## config.mk

```make
export PLATFORM = sky130hd
export DESIGN_NAME = jtag_tap_responder
export DESIGN_NICKNAME = d
export VERILOG_FILES = /design/src/rtl/jtag_pkg.sv /design/src/rtl/jtag_tap_responder_sync.sv /design/src/rtl/jtag_tap_responder.sv
export SDC_FILE = /design/constraint.sdc
export NUM_CORES = 1
export LEC_CHECK = 0
export CORE_ASPECT_RATIO = 0.6
export CORE_MARGIN = 4
export CORE_UTILIZATION = 55
export CTS_CLUSTER_SIZE = 16
export DETAILED_ROUTE_END_ITERATION = 7
export PLACE_DENSITY = 0.73
export SETUP_SLACK_MARGIN = 0.5
export SLEW_MARGIN = 20
export SYNTH_ARGS = -nofsm -noshare
export SYNTH_HDL_FRONTEND = slang
export SYNTH_HIERARCHICAL = 1
export SYNTH_SLANG_ARGS = --single-unit
```

## constraint.sdc

```tcl
create_clock -name clk_i -period 2.79 [get_ports clk_i]
set_input_delay 0.558 -clock clk_i [delete_from_list [all_inputs] [get_ports clk_i]]
set_output_delay 0.558 -clock clk_i [all_outputs]
set_load 0.02 [all_outputs]
```

## src/rtl/jtag_pkg.sv

```systemverilog
// jtag_pkg: TAP state encodings, command codes and next-state helper for the TAP responder.
package jtag_pkg;
  typedef enum logic [3:0] {
    EXIT2_DR = 4'h0, EXIT1_DR = 4'h1, SHIFT_DR = 4'h2, PAUSE_DR = 4'h3,
    SEL_IR   = 4'h4, UPD_DR   = 4'h5, CAP_DR   = 4'h6, SEL_DR   = 4'h7,
    EXIT2_IR = 4'h8, EXIT1_IR = 4'h9, SHIFT_IR = 4'hA, PAUSE_IR = 4'hB,
    RTI      = 4'hC, UPD_IR   = 4'hD, CAP_IR   = 4'hE, TLR      = 4'hF
  } tap_state_e;
  typedef enum logic [1:0] {PH_IDLE, PH_ADDR, PH_WRITE, PH_READ} cmd_phase_e;
  localparam logic [7:0] CMD_SET_ADDR = 8'h9A;
  localparam logic [7:0] CMD_WRITE    = 8'h9B;
  localparam logic [7:0] CMD_READ     = 8'h9D;
  localparam logic [7:0] JTAG_ID_DEF  = 8'h89;
  localparam logic [7:0] IR_ADDR_DEF  = 8'h09;
  function automatic tap_state_e tap_next(input tap_state_e s, input logic tms);
    case (s)
      TLR:      return tms ? TLR      : RTI;
      RTI:      return tms ? SEL_DR   : RTI;
      SEL_DR:   return tms ? SEL_IR   : CAP_DR;
      CAP_DR:   return tms ? EXIT1_DR : SHIFT_DR;
      SHIFT_DR: return tms ? EXIT1_DR : SHIFT_DR;
      EXIT1_DR: return tms ? UPD_DR   : PAUSE_DR;
      PAUSE_DR: return tms ? EXIT2_DR : PAUSE_DR;
      EXIT2_DR: return tms ? UPD_DR   : SHIFT_DR;
      UPD_DR:   return tms ? SEL_DR   : RTI;
      SEL_IR:   return tms ? TLR      : CAP_IR;
      CAP_IR:   return tms ? EXIT1_IR : SHIFT_IR;
      SHIFT_IR: return tms ? EXIT1_IR : SHIFT_IR;
      EXIT1_IR: return tms ? UPD_IR   : PAUSE_IR;
      PAUSE_IR: return tms ? EXIT2_IR : PAUSE_IR;
      EXIT2_IR: return tms ? UPD_IR   : SHIFT_IR;
      UPD_IR:   return tms ? SEL_DR   : RTI;
      default:  return TLR;
    endcase
  endfunction
endpackage

```

## src/rtl/jtag_tap_responder_sync.sv

```systemverilog
// jtag_edge_sync: synchronises tck/tms/tdi into clk and emits one-cycle tck rise/fall pulses.
module jtag_edge_sync #(
  parameter int STAGES = 2
) (
  input  logic clk_i,
  input  logic rst_ni,
  input  logic tck_i,
  input  logic tms_i,
  input  logic tdi_i,
  output logic tck_rise_o,
  output logic tck_fall_o,
  output logic tms_o,
  output logic tdi_o
);
  logic [STAGES-1:0] tck_q, tms_q, tdi_q;
  logic              tck_prev_q;
  always_ff @(posedge clk_i or negedge rst_ni) begin
    if (!rst_ni) begin
      tck_q      <= '0;
      tms_q      <= '0;
      tdi_q      <= '0;
      tck_prev_q <= 1'b0;
    end else begin
      tck_q      <= {tck_q[STAGES-2:0], tck_i};
      tms_q      <= {tms_q[STAGES-2:0], tms_i};
      tdi_q      <= {tdi_q[STAGES-2:0], tdi_i};
      tck_prev_q <= tck_q[STAGES-1];
    end
  end
  assign tck_rise_o = tck_q[STAGES-1] & ~tck_prev_q;
  assign tck_fall_o = ~tck_q[STAGES-1] & tck_prev_q;
  assign tms_o      = tms_q[STAGES-1];
  assign tdi_o      = tdi_q[STAGES-1];
endmodule

```

## src/rtl/jtag_tap_responder.sv

```systemverilog
// jtag_tap_responder: oversampled IEEE 1149.1 TAP with an 8-bit IR and a 16-bit
// command/data DR giving JTAG set-address/write/read access to a 16x16 register file.
module jtag_tap_responder
  import jtag_pkg::*;
#(
  parameter logic [7:0] JTAG_ID     = JTAG_ID_DEF,
  parameter logic [7:0] IR_ADDR     = IR_ADDR_DEF,
  parameter int         SYNC_STAGES = 2
) (
  input  logic        clk_i,
  input  logic        rst_ni,
  input  logic        tck_i,
  input  logic        tms_i,
  input  logic        tdi_i,
  output logic        tdo_o,
  output logic        tdo_oe_o,
  input  logic        host_we_i,
  input  logic [3:0]  host_addr_i,
  input  logic [15:0] host_wdata_i,
  output logic [15:0] host_rdata_o,
  output logic [7:0]  ir_o,
  output logic [3:0]  tap_state_o,
  output logic        cmd_err_o
);
  logic        rise, fall, tms, tdi, byp, jt_we;
  tap_state_e  state_q, state_d;
  cmd_phase_e  phase_q, phase_d;
  logic [7:0]  ir_q, ir_d, ir_sr_q, ir_sr_d;
  logic [15:0] dr_sr_q, dr_sr_d, host_rdata_q;
  logic [3:0]  idx_q, idx_d;
  logic        cmd_err_q, cmd_err_d, tdo_q, tdo_d, oe_q, oe_d;
  logic [15:0] rf_q [16];

  jtag_edge_sync #(.STAGES(SYNC_STAGES)) u_sync (
    .clk_i      (clk_i),
    .rst_ni     (rst_ni),
    .tck_i      (tck_i),
    .tms_i      (tms_i),
    .tdi_i      (tdi_i),
    .tck_rise_o (rise),
    .tck_fall_o (fall),
    .tms_o      (tms),
    .tdi_o      (tdi)
  );

  assign byp = ir_q != IR_ADDR;

  always_ff @(posedge clk_i or negedge rst_ni) begin
    if (!rst_ni) begin
      state_q      <= TLR;
      phase_q      <= PH_IDLE;
      ir_q         <= IR_ADDR;
      ir_sr_q      <= '0;
      dr_sr_q      <= '0;
      idx_q        <= '0;
      cmd_err_q    <= 1'b0;
      tdo_q        <= 1'b0;
      oe_q         <= 1'b0;
      host_rdata_q <= '0;
      for (int i = 0; i < 16; i++) rf_q[i] <= '0;
    end else begin
      state_q      <= state_d;
      phase_q      <= phase_d;
      ir_q         <= ir_d;
      ir_sr_q      <= ir_sr_d;
      dr_sr_q      <= dr_sr_d;
      idx_q        <= idx_d;
      cmd_err_q    <= cmd_err_d;
      tdo_q        <= tdo_d;
      oe_q         <= oe_d;
      host_rdata_q <= rf_q[host_addr_i];
      // JTAG write takes precedence only on a shared index; distinct indices both land
      for (int i = 0; i < 16; i++)
        if (jt_we && idx_q == 4'(i)) rf_q[i] <= dr_sr_q;
        else if (host_we_i && host_addr_i == 4'(i)) rf_q[i] <= host_wdata_i;
    end
  end

  always_comb begin
    state_d   = rise ? tap_next(state_q, tms) : state_q;
    phase_d   = phase_q;
    ir_d      = ir_q;
    ir_sr_d   = ir_sr_q;
    dr_sr_d   = dr_sr_q;
    idx_d     = idx_q;
    cmd_err_d = cmd_err_q;
    tdo_d     = tdo_q;
    oe_d      = oe_q;
    jt_we     = 1'b0;
    if (rise) begin
      if (state_q == SHIFT_IR) ir_sr_d = {ir_sr_q[6:0], tdi};
      if (state_q == SHIFT_DR) dr_sr_d = byp ? {15'b0, tdi} : {dr_sr_q[14:0], tdi};
      if (state_d == CAP_IR) ir_sr_d = JTAG_ID;
      if (state_d == CAP_DR) dr_sr_d = (!byp && phase_q == PH_READ) ? rf_q[idx_q] : '0;
      if (state_d == UPD_IR) begin
        ir_d    = ir_sr_q;
        phase_d = PH_IDLE;
      end
      if (state_d == UPD_DR && !byp) begin
        phase_d = PH_IDLE;
        if (phase_q == PH_IDLE) begin
          phase_d   = dr_sr_q == {8'h00, CMD_SET_ADDR} ? PH_ADDR :
                      dr_sr_q == {8'h00, CMD_WRITE}    ? PH_WRITE :
                      dr_sr_q == {8'h00, CMD_READ}     ? PH_READ : PH_IDLE;
          cmd_err_d = cmd_err_q | (phase_d == PH_IDLE);
        end
        if (phase_q == PH_ADDR) idx_d = dr_sr_q[4:1];
        jt_we = phase_q == PH_WRITE;
      end
      if (state_d == TLR) begin
        ir_d    = IR_ADDR;
        phase_d = PH_IDLE;
      end
    end
    if (fall) begin
      tdo_d = state_q == SHIFT_IR ? ir_sr_q[7] :
              state_q == SHIFT_DR ? (byp ? dr_sr_q[0] : dr_sr_q[15]) : 1'b0;
      oe_d  = state_q == SHIFT_IR || state_q == SHIFT_DR;
    end
  end

  assign tdo_o        = tdo_q;
  assign tdo_oe_o     = oe_q;
  assign host_rdata_o = host_rdata_q;
  assign ir_o         = ir_q;
  assign tap_state_o  = state_q;
  assign cmd_err_o    = cmd_err_q;
endmodule

```

; Yosys cells after proc, flatten, opt, wreduce, memory -nomap -nowiden
; Index checks and enable logic that the tools add are counted.
[word_totals]
reg_bits = 324
in_bits = 26
out_inout_bits = 31
wordCells = 238
[classes]
n_lt_le_gt_ge = 2
n_eq_ne = 57
n_mux = 72
bitwise_logic = 7
reduce_logical = 70
[ops]
columns = cell, count
row1 = 16-bit 2-to-1 mux, 40
row2 = 16-bit binary-select mux with 4-bit select, 2
row3 = "4-bit equality test, second input constant", 27
row4 = "4-bit by 3-bit equality test with 1-bit output, second input constant", 14
row5 = "16-bit by 8-bit equality test with 1-bit output, second input constant", 3
row6 = 4-bit one-hot mux with 12 select lines, 1
row7 = 2-bit nonzero test, 19
row8 = 1-bit logical AND, 34
row9 = 8-bit 2-to-1 mux, 4
row10 = 2-bit 2-to-1 mux, 13
row11 = "4-bit by 2-bit equality test with 1-bit output, second input constant", 6
row12 = "4-bit by 1-bit equality test with 1-bit output, second input constant", 3
row13 = 4-bit logical NOT, 3
row14 = 3-bit 2-to-1 mux, 4
row15 = "5-bit greater-or-equal comparator, second input constant", 2
row16 = 4-bit NOT with 5-bit output, 2
row17 = 4-bit 2-to-1 mux, 2
row18 = "8-bit by 4-bit != test with 1-bit output, second input constant", 1
row19 = 2-bit AND reduction, 4
row20 = 1-bit 2-to-1 mux, 6
row21 = 3-bit AND reduction, 2
row22 = "2-bit equality test, second input constant", 2
row23 = 2-bit logical NOT, 2
row24 = 2-bit OR reduction, 2
row25 = other kinds (8), 10

; Depth between registers and ports, before layout
; Gate-level depths: netlist (run 1).
[depth]
ltp_word = 10
ltp_mapped = 9
ltp_nobuf = 6

; By module
; Netlist (run 1), hierarchy kept.
[by_module_without_submodules]
columns = mod, instances, cells_each, area_each_um2, seq_area_each_um2
row1 = jtag_tap_responder, 1, 1673, 18442.7, 7940.1
row2 = jtag_edge_sync, 1, 9, 190.2, 175.2

; Least setup slack after synthesis (run 1)
; No wires, ideal clock.
[synth_timing]
path_kind = input -> register
startpoint = in host_addr_i[0]
endpoint = reg host_rdata_q[0] (netlist: host_rdata_o[0])
setup_time_ps = 138
arrival_time_ps = 2239
t_required_ps = 2652
path_slack_ps = 413
stages = 4
path_buffers = 2
path_cell_list = buf_2 > buf_1 > mux4_2 > mux4_2
[synth_between]
elab_chain_len = 4
[synth_lines]
columns = element, line_no
row1 = from (decl), jtag_tap_responder.sv:18  ; input logic [3:0] host_addr_i,
row2 = 4-bit NOT with 5-bit output (not written as such), jtag_tap_responder.sv:71  ; host_rdata_q <= rf_q[host_addr_i];
row3 = 16-bit binary-select mux with 4-bit select, jtag_tap_responder.sv:71
row4 = 16-bit 2-to-1 mux (not written as such) (2 in series), jtag_tap_responder.sv:71
row5 = to (signal assigned), jtag_tap_responder.sv:71
row6 = to (decl), jtag_tap_responder.sv:29  ; logic [15:0] dr_sr_q, dr_sr_d, host_rdata_q;
; Every way passes these cells. The select of a mux whose other input is x is not followed.
; A chain may end at the register's enable or synchronous reset.

; Worst setup path in the final report (run 1)
[layout_timing]
startpoint = reg ir_q[4] (netlist: ir_o[4])
endpoint = reg rf_q[48] (netlist bit)
[layout_between]
elab_chain_len = 7
word_cells_on_any_way = 8
classes_between = 1 x eq/ne / 3 x mux / 4 x reduce/logical
[layout_lines]
columns = element, line_no
row1 = from (decl), jtag_tap_responder.sv:28  ; logic [7:0] ir_q, ir_d, ir_sr_q, ir_sr_d;
row2 = from (signal assigned), jtag_tap_responder.sv:64  ; ir_q <= ir_d;
row3 = 8-bit by 4-bit != test with 1-bit output (*), jtag_tap_responder.sv:46  ; assign byp = ir_q != IR_ADDR;
row4 = 1-bit logical NOT (*), jtag_tap_responder.sv:99  ; if (state_d == UPD_DR && !byp) begin
row5 = 1-bit logical AND (*), jtag_tap_responder.sv:99
row6 = 1-bit 2-to-1 mux (*), jtag_tap_responder.sv:99
row7 = 1-bit 2-to-1 mux (*), jtag_tap_responder.sv:90  ; if (rise) begin
row8 = 1-bit logical AND (*), jtag_tap_responder.sv:74  ; if (jt_we && idx_q == 4'(i)) rf_q[i] <= dr_sr_q;
row9 = 16-bit 2-to-1 mux / 2-bit nonzero test (equally long branches), --
row10 = "to (signal, indexed assignment)", jtag_tap_responder.sv:74
row11 = "to (signal, indexed assignment)", jtag_tap_responder.sv:75  ; else if (host_we_i && host_addr_i == 4'(i)) rf_q[i] <= host_wdata_i;
row12 = to (decl), jtag_tap_responder.sv:32  ; logic [15:0] rf_q [16];
; Every way passes the cells marked *; elsewhere a longest branch is shown, timed or not.

==> impl_metrics.yaml, run 1 <==
detailed_routing:
  routed_wl_um: 60800
  viasPerCell: 6.81
  num_vias: 14754
  drt_iter0_markers: 1888
  wl_per_cell_um: 28.0
  first_pass_iters: 5
  ant_nets: 0
  remaining_drc_errors: 0
timing:
  setup_viol: 0
  maxSlewHeadroom_pct: 33.0
  max_freq_mhz: 433
  finalMaxSlewViolations: 0
  fin_crit_ns: 2.31
  timing.final.ws_setup_ns: 0.480
  fin_crit_sh_pct: 82.8
  skew_ns: 0.0154
  hold_viol: 0
  tns_ns: 0
  worst_slew_pin_slew_ns: 0.997
  rsz0062_at_grt: "yes"
synthesis:
  ys.flop_type: "dfrtp_1"
  synth.distinct_cells: 50
  yosysSeqAreaShare_pct: 43.6
  ys_warn_count: 6
  syn_avg_cell_area_sq_um: 11.1
  synth.net_count: 1708
  netlist_area_sq_um: 18600
  syn_inst: 1682
  synthArstFlopShare_pct: 100
  synth-edff-count: 0
  synth-seq-cells: 324
global_routing:
  grt_pass1_vias: 14176
  grtUsageTotal_pct: 32.5
  grt_pass1_wl_um: 89900
  grt-ovfl-total: 0
  antenna_found_initial: 3
  grt_start_max_net_pins: 86
setup_path:
  required_ns: 3.25
  reg2reg_to: "rf_q[48]"
  crit_end: "rf_q[48]"
  arrival_ns: 2.77
  cp-end-kind: "flop"
  rrSetupSlack_ns: 0.48
  rr_startpoint: "ir_o[4]"
  worstSetupStartpointType: "flop"
  critical_path.startpoint: "ir_o[4]"
  rr_worst_depth: 8
  critPathMaxFanout: 16
  crit_type: "flop to flop"
cells_and_area:
  final_core_util_pct: 64.4
  fill_cells: 2570
  nets: 1721
  num_antenna_cells: 0
  syn_to_final_growth_pct: 13.8
  stdcell_count: 2166
  drive_gt1_share_pct: 21.0
floorplanning:
  die_area_sq_um: 37000
  initial_utilization_pct: 56.6
  core_area_sq_um: 32900
  rows: 51
  die_w_um: 246
  die_h_um: 151
  ioPinCount: 57
run:
  cap_viol_max_count: 0
power:
  max-vdd-ir-drop_v: 0.000495
  power.leakage_uw: 0.00903
  p_per_area_nw_per_um2: 667
placed_design:
  place.gp.congestion: 0.916
  dp_hpwl_um: 38300
  io_buffers: 56
  dp_slack_ns: 0.227
  dp.cells: 2102
cts:
  clkSinkCount: 324
  htree_levels: 1
  clk_pin_slew_ns: 0.07
  clk_path_buf_depth: 3
  cts_buffers: 31
  clkLatencyLatePin_ns: 0.58
  cts_tree: "done"
  root_buffer: "clkbuf_16"
hold_path:
  hold_path_startpoint: "u_sync/tck_q[0]"
  hold_class: "flop to flop"
status:
  status: "complete, no violations"
layer usage:
metal	track usage [%]	part of all wire, %	vias up
met3	11.0	13	175
met5	0.802	0.10	-
li1	-	-	6209
met4	8.90	3.3	6
met1	47.2	41	7422
met2	47.0	43	942
repair_timing:
item / CTS / global route
pin swaps: 0 / 1
hold buffers: 1 / 0
setup buffers: 1 / 5
gates cloned: 0 / 3
setup endpoints to repair: 211 / 249
endpoints found under the hold margin: 52 / 0
resized for setup: 15 / 53
worst min-delay path by stage:
| stage | to | slack (ns) | cells past startpoint |
|---|---|---|---|
| 3_5_place_dp | u_sync/tdi_q[1] | 0.34 | 0 |
| 5_1_grt | u_sync/tck_q[1] | 0.36 | 0 |
| 6_report | u_sync/tck_q[1] | 0.35 | 0 |
| 3_3_place_gp | u_sync/tdi_q[1] | 0.34 | 0 |
| 4_1_cts | u_sync/tck_q[1] | 0.36 | 0 |
| 2_1_floorplan | cmd_err_o | 0.26 | 0 |
cells in the mapped netlist, types with 2 or more instances:
master / number / area share (%)
nor4_1: 13 / 0.44
buf_2: 40 / 1.1
buf_1: 30 / 0.60
o211ai_1: 12 / 0.48
nor3b_1: 2 / 0.081
a21oi_1: 263 / 7.1
o21ai_0: 24 / 0.64
nand4b_1: 2 / 0.094
nand2b_1: 13 / 0.44
a31oi_1: 2 / 0.067
a21boi_0: 3 / 0.12
mux2i_1: 256 / 14
nor2b_1: 10 / 0.34
dfrtp_1: 318 / 43
or3_1: 3 / 0.10
a22oi_1: 18 / 0.73
nand4_1: 6 / 0.20
nor2_1: 290 / 5.8
nand3b_1: 6 / 0.24
a22o_1: 42 / 2.0
or2_2: 6 / 0.20
mux4_2: 144 / 17
dfstp_2: 6 / 0.85
buf_4: 3 / 0.12
nor4bb_1: 2 / 0.11
nor3_1: 5 / 0.13
or4_1: 2 / 0.081
o21a_1: 3 / 0.12
clkbuf_1: 109 / 2.2
nand3_1: 3 / 0.081
mux2_2: 8 / 0.48
nand2_1: 10 / 0.20
inv_1: 10 / 0.20
and2_1: 2 / 0.067
power breakdown:
part / internal [uW] / leakage (uW) / total [uW] / switching (uW)
combinational: 1820 / 0.00488 / 3240 / 1420
clock: 2360 / 0.000484 / 4220 / 1860
sequential: 5750 / 0.00367 / 6680 / 929
cell usage in the layout, fill, tap and decap left out, types with 5 or more instances in the layout:
master / count
mux2_2: 8
buf_12: 15
nand2b_1: 13
clkbuf_8: 9
clkbuf_16: 33
nor2_2: 13
dlygate4sd2_1: 5
a22o_1: 42
nor2_1: 277
buf_6: 15
clkdlybuf4s50_1: 46
o21ai_0: 24
buf_4: 74
nor4_1: 13
o211ai_1: 12
or2_2: 5
a21oi_2: 11
clkbuf_1: 10
nor2b_1: 6
nand4_1: 6
mux4_2: 144
nand3b_1: 6
nand2_1: 9
inv_1: 10
dfrtp_1: 315
nor3_1: 5
dfstp_2: 6
mux2i_1: 256
a22oi_1: 18
a21oi_1: 251
critical path: stages (launching register included):
cell and delay, ns:
dfrtp_1 0.40, or4_4 0.55, nor4_4 0.35, buf_6 0.20
o211ai_1 0.09, buf_4 0.18, clkbuf_16 0.20, nor2_1 0.16
a21oi_2 0.05
cells by family after synthesis:
logic type             count (synthesis)  synth area share, %
AOI/OAI and AO/OA                    375                 11.6
buffers and inverters                192                 4.20
DFF                                  324                 43.6
muxes                                408                 31.6
and+or+nand+nor                      383                 9.05
state kept, by name (all words and copies together), names as in the netlist:
register           cells
rf_q                 256
dr_sr_q               16
host_rdata_o          16
ir_o                   8
ir_sr_q                8
idx_q                  4
tap_state_o            4
phase_q                2
u_sync/tck_q           2
u_sync/tdi_q           2
u_sync/tms_q           2
cmd_err_o              1
tdo_o                  1
tdo_oe_o               1
u_sync/tck_prev_q      1
per-stage QoR:
step	hold slack (ns)	total power (uW)	cell area, sq um
3_3_place_gp	0.336	9690	19900
3_5_place_dp	0.337	9890	19900
4_1_cts	0.355	14100	21000
5_1_grt	0.365	14700	21200
2_1_floorplan	0.262	8680	18700
6_report	0.351	14100	21200
area by class of cell:
class,count,area [sq um],share of cell area [%]
Clock buffer,50,937,4.42
Clock inverter,4,45.0,0.212
Inverter,10,37.5,0.177
Multi-Input combinational cell,1166,9880,46.6
Sequential cell,324,8120,38.3
Tap cell,450,563,2.65
Timing Repair Buffer,162,1630,7.68
Note: power is estimated with default switching activity, not from simulation.
==> run 2: changes to the inputs <==
==> constraint.sdc (replaced) <==
create_clock -name clk_i -period 2.2 [get_ports clk_i]
set_input_delay 0.44 -clock clk_i [delete_from_list [all_inputs] [get_ports clk_i]]
set_output_delay 0.44 -clock clk_i [all_outputs]
set_load 0.02 [all_outputs]
==> run 2 against run 1 <==
  * Flip-flop and latch count is the same
  * Die area did not move
  * The flow now finishes with violations (setup timing)
  * First-iteration DRC count rose by 24%
  * Global-route usage is 0.30 points higher
  * Clock skew is 0.012 ns higher
  * Wire length rose by 8.0%
  * Largest power group unchanged
  * Highest routed layer unchanged
==> impl_metrics.yaml, run 2 (synthesis gave the netlist of run 1 again) <==
cts:
  clkLatencyLatePin_ns: 0.60
  clkSinkCount: 324
  clk_pin_slew_ns: 0.07
  cts_buffers: 31
  cts_tree: "done"
  htree_levels: 1
  clk_path_buf_depth: 3
  root_buffer: "clkbuf_16"
power:
  clkPwrFrac_pct: 30.2
  power.leakage_uw: 0.00963
  power.switching_uw: 5580
  p_comb_share_pct: 24.4
  p_sw_share_pct: 30.1
  seqPwrFrac_pct: 45.4
  p_per_area_nw_per_um2: 811
  p_int_uw: 13000
  max-vdd-ir-drop_v: 0.000685
setup_path:
  critPathMaxFanout: 20
  reg2reg_to: "rf_q[144]"
  rrSetupSlack_ns: -0.02
  max_stage_delay_ns: 0.58
  worstSetupStartpointType: "flop"
  cp-end-kind: "flop"
  arrival_ns: 2.71
  rr_worst_depth: 7
  critPathTopFamily: "flip-flops"
  crit_type: "flop to flop"
  required_ns: 2.69
  crit_buf_inv: 2
  slowest_stage: "dfstp_2"
  path_cells: "mux2_2 -> nor4_1 -> o211ai_1 -> buf_4 -> buf_12 -> nor2_1 -> a21oi_2"
  rr_startpoint: "tap_state_o[1]"
detailed_routing:
  wl_per_cell_um: 29.1
  routed_wl_um: 65600
  first_pass_iters: 6
  ant_nets: 0
  num_vias: 15475
  drt_iter0_markers: 2342
  viasPerCell: 6.87
  remaining_drc_errors: 0
global_routing:
  grt-ovfl-total: 0
  grt_start_max_net_pins: 51
  grt_pass1_wl_um: 91600
  grtUsageTotal_pct: 32.8
  grt_pass1_vias: 14428
  antenna_found_initial: 3
cells_and_area:
  regMostFlops: "rf_q"
  seqCellArea_sq_um: 8130
  mostFrequentLayoutCell: "dfrtp_1"
  largest_reg_flops: 256
  mostFrequentLayoutCells: "dfrtp_1, mux2i_1, a21oi_1"
  syn_to_final_growth_pct: 22.8
  num_antenna_cells: 0
  multi_input_area_sq_um: 10300
  stdcell_count: 2251
  final_core_util_pct: 69.5
  nets: 1802
  fill_cells: 2334
  drive_gt1_share_pct: 31.8
floorplanning:
  ioPinCount: 57
  initial_utilization_pct: 56.6
  core_area_sq_um: 32900
  die_area_sq_um: 37000
  rows: 51
  die_h_um: 151
  die_w_um: 246
status:
  status: "finished with violations"
  violations: "setup timing"
timing:
  fin_crit_sh_pct: 101
  setup_viol: 9
  skew_ns: 0.0269
  tns_ns: -0.0917
  timing.final.ws_setup_ns: -0.0243
  max_freq_mhz: 450
  hold_viol: 0
  fin_crit_ns: 2.22
  finalMaxSlewViolations: 0
  maxSlewHeadroom_pct: 56.6
  worst_slew_pin_slew_ns: 0.650
  rsz0062_at_grt: "yes"
hold_path:
  hold_class: "primary input to flop"
  hold_path_startpoint: "tck_i"
  hold_depth: 1
  min_to: "u_sync/tck_q[0]"
placed_design:
  dp.cells: 2147
  io_buffers: 56
  place.gp.congestion: 0.916
  dp_hpwl_um: 39600
run:
  cap_viol_max_count: 0
[run 2: cell types whose count changed in the layout (fill, tap and decap cells not counted), moves of 8 or more]
cell,before,now
a21oi_1,251,215
nor2_1,277,196
buf_4,74,119
a21oi_2,11,48
nor2_4,0,14
buf_12,15,40
nor2_2,13,80
clkbuf_16,33,41
[run 2: repair_timing]
action	4_1_cts	5_1_grt
setup buffers	11	16
endpoints found under the setup margin	327	326
endpoints found under the hold margin	35	0
hold buffers	1	0
gates resized for setup	45	144
gates cloned	2	16
pin swaps	6	9
[run 2: cell type report]
cell class	count	area share, %
Clock inverter	9	0.563
Clock buffer	49	3.99
Multi-Input combinational cell	1166	45.2
Timing Repair Buffer	243	12.1
Inverter	10	0.164
Sequential cell	324	35.5
Tap cell	450	2.46
[run 2: worst max-delay path by stage]
| stage | from | endpoint | cells after the start |
|---|---|---|---|
| CTS | u_sync/tck_q[1] | rf_q[185] | 9 |
| global route | u_sync/tck_q[1] | rf_q[226] | 9 |
| floorplan | ir_o[6] | idx_q[0] | 7 |
| detailed placement | host_addr_i[3] | rf_q[35] | 7 |
| global placement | host_addr_i[2] | rf_q[125] | 6 |
| finish | tap_state_o[1] | rf_q[144] | 7 |
[run 2: worst reg2reg max path, cell delays in order, from the launching register on]
cell	delay (ns)
dfstp_2	0.58
mux2_2	0.47
nor4_1	0.38
o211ai_1	0.15
buf_4	0.19
buf_12	0.17
nor2_1	0.15
a21oi_2	0.04
[run 2: metrics by stage]
step                worst slack, ns  hold WS, ns  instance area (sq um)  total power, uW
floorplan                    0.0280        0.144                  19200            11200
global placement            0.00356        0.337                  20800            12500
detailed placement          -0.0767        0.350                  20800            12800
CTS                          0.0580        0.284                  22100            18400
global route                -0.0906        0.293                  22900            19300
finish                      -0.0243        0.293                  22900            18500
[run 2: layer usage]
layer  vias to the layer above  track usage [%]  wire length, um
li1                       6367                -                -
met1                      7777             49.4            25900
met2                      1135             45.7            27100
met3                       190             11.3            10300
met4                         6             8.05             2200
met5                         -                0               35
[run 2: power groups by stage]
stage               Clock, uW  Combinational, uW  Sequential (uW)
finish                   5600               4520             8430
global route             5910               4850             8530
CTS                      5630               4400             8340
detailed placement          0               4360             8410
global placement            0               4210             8320
floorplan                   0               2970             8200
==> run 3: changes to the inputs <==
--- a/config.mk
+++ b/config.mk
@@ -10,10 +10,10 @@
 export CORE_UTILIZATION = 55
 export CTS_CLUSTER_SIZE = 16
 export DETAILED_ROUTE_END_ITERATION = 7
-export PLACE_DENSITY = 0.73
+export PLACE_DENSITY = 0.72
 export SETUP_SLACK_MARGIN = 0.5
 export SLEW_MARGIN = 20
 export SYNTH_ARGS = -nofsm -noshare
 export SYNTH_HDL_FRONTEND = slang
-export SYNTH_HIERARCHICAL = 1
 export SYNTH_SLANG_ARGS = --single-unit
+export TNS_END_PERCENT = 50
==> run 3 against run 2 <==
  * The run still ends with setup timing left
  * Cell area increased by 3.4%
  * First-iteration DRC count down 35%
  * Critical endpoint is now rf_q[182]
  * Global-route usage fell by 0.83 points
  * Largest cell class unchanged
==> impl_metrics.yaml, run 3 <==
status:
  status: "finished with violations"
  violations: "setup timing"
setup_path:
  rr_startpoint: "ir_o[3]"
  arrival_ns: 3.02
  critPathMaxFanout: 6
  crit_type: "flop to flop"
  required_ns: 2.61
  cp-end-kind: "flop"
  rr_worst_depth: 7
  rrSetupSlack_ns: -0.41
  worstSetupStartpointType: "flop"
  reg2reg_to: "rf_q[182]"
floorplanning:
  die_area_sq_um: 38900
  rows: 53
  ioPinCount: 57
  die_w_um: 252
  die_h_um: 154
  core_area_sq_um: 35100
  initial_utilization_pct: 55.9
timing:
  worst_slew_pin_slew_ns: 0.795
  fin_crit_ns: 2.61
  hold_viol: 0
  tns_ns: -65.60
  finalMaxSlewViolations: 0
  setup_viol: 262
  fin_crit_sh_pct: 119
  rsz0062_at_grt: "yes"
  max_freq_mhz: 383
  timing.final.ws_setup_ns: -0.409
  maxSlewHeadroom_pct: 46.9
  skew_ns: 0.0123
cts:
  htree_levels: 2
  cts_tree: "done"
  clk_pin_slew_ns: 0.06
  root_buffer: "clkbuf_16"
  clkSinkCount: 324
  clkLatencyLatePin_ns: 0.53
  cts_buffers: 34
  clk_path_buf_depth: 3
placed_design:
  dp.cells: 1921
  dp_hpwl_um: 40600
  place.gp.congestion: 0.883
  io_buffers: 56
cells_and_area:
  seqCellArea_sq_um: 8120
  num_antenna_cells: 0
  largest_reg_flops: 256
  nets: 1527
  syn_to_final_growth_pct: 20.6
  multi_input_area_sq_um: 11100
  regMostFlops: "rf_q"
  stdcell_count: 1991
  mostFrequentLayoutCell: "mux2_2"
  mostFrequentLayoutCells: "mux2_2, dfrtp_1, mux4_2"
  drive_gt1_share_pct: 63.8
  fill_cells: 2449
synthesis:
  synth.net_count: 1404
  synth-seq-cells: 324
  synth_commonest_cells: "mux2_2, dfrtp_1, mux4_2"
  syn_avg_cell_area_sq_um: 14.2
  yosysMostFrequentCell: "mux2_2"
  ys.flop_type: "dfrtp_1"
  synthArstFlopShare_pct: 100
  synth_area_leaders: "dfrtp_1, mux2_2, mux4_2"
  synth.distinct_cells: 55
  yosys.area.top_type: "dfrtp_1"
  ys_warn_count: 0
  synth_top_area_share_pct: 40.6
  syn_inst: 1378
  synth-edff-count: 0
  netlist_area_sq_um: 19600
  yosysSeqAreaShare_pct: 41.4
global_routing:
  grt_pass1_vias: 13609
  grtUsageTotal_pct: 31.9
  antenna_found_initial: 2
  grt-ovfl-total: 0
  grt_pass1_wl_um: 92200
  grt_start_max_net_pins: 57
power:
  p_per_area_nw_per_um2: 863
  max-vdd-ir-drop_v: 0.000819
  power.leakage_uw: 0.00978
detailed_routing:
  remaining_drc_errors: 0
  num_vias: 13541
  ant_nets: 0
  first_pass_iters: 5
  drt_iter0_markers: 1513
  wl_per_cell_um: 30.8
  viasPerCell: 6.80
  routed_wl_um: 61300
hold_path:
  hold_class: "flop to flop"
  min_to: "u_sync.tck_q[1]"
  hold_path_startpoint: "u_sync.tck_q[0]"
  hold_depth: 0
run:
  cap_viol_max_count: 0
==> run 3: where the power goes <==
| part | internal (uW) | total [uW] | switching, uW |
|---|---|---|---|
| registers | 7380 | 8550 | 1170 |
| clock network | 3390 | 5850 | 2470 |
| logic | 3670 | 6000 | 2340 |
| total | 14400 | 20400 | 5980 |
==> run 3: worst max-delay path: stages (launching register included) <==
cell and delay, ns:
dfstp_2 0.53, or4bb_4 0.53, or3b_4 0.46, nor3_4 0.18
buf_4 0.15, nand3_4 0.13, buf_12 0.23, mux2_2 0.28
==> run 3: layout make-up <==
cell class	count	share of cell area (%)
inverter	4	0.0635
timing repair buffer	232	11.3
multi-input combinational	905	47.1
clock buffer	50	4.38
clock inverter	9	0.323
sequential	324	34.4
tap	467	2.47
==> run 3: worst max-delay path by stage <==
stage	end	cells after the start	from
after floorplan	rf_q[53]	6	ir_o[3]
after global placement	rf_q[89]	7	host_addr_i[3]
after detailed placement	rf_q[182]	7	ir_o[3]
after CTS	rf_q[182]	7	ir_o[3]
after global routing	rf_q[182]	7	ir_o[3]
final	rf_q[182]	7	ir_o[3]
==> run 3: cell families (layout without fill, tap and decap cells) <==
| kind of cell | Yosys count | count (layout) | share of synthesized area (%) |
|---|---|---|---|
| compound gates | 91 | 91 | 3.17 |
| simple gates | 116 | 116 | 4.01 |
| flops | 324 | 324 | 41.4 |
| buf+inv | 149 | 295 | 3.16 |
| mux | 698 | 698 | 48.3 |
==> run 3: routing by layer <==
layer	vias up	wire length (um)	track usage, %
li1	5588	-	-
met1	7045	26800	48.5
met2	796	25000	43.4
met3	110	8050	12.7
met4	2	1420	6.93
met5	-	11	0
==> run 3: what timing repair did <==
action,CTS,global route
hold buffers,1,0
cloned,3,0
resized for setup,141,16
pin swaps,25,21
hold endpoints to repair,40,0
setup endpoints to repair,324,307
buffers inserted,4,3
==> run 3: per-stage QoR <==
step	util [%]	setup WS (ns)	total power [uW]	hold WS, ns	cell area [sq um]
after floorplan	-	-0.423	12300	0.144	19800
after global placement	63.2	-0.311	14100	0.336	22200
after detailed placement	63.2	-0.349	14400	0.343	22200
after CTS	67.2	-0.384	20400	0.346	23600
after global routing	67.4	-0.472	21300	0.367	23700
final	67.4	-0.409	20400	0.360	23700
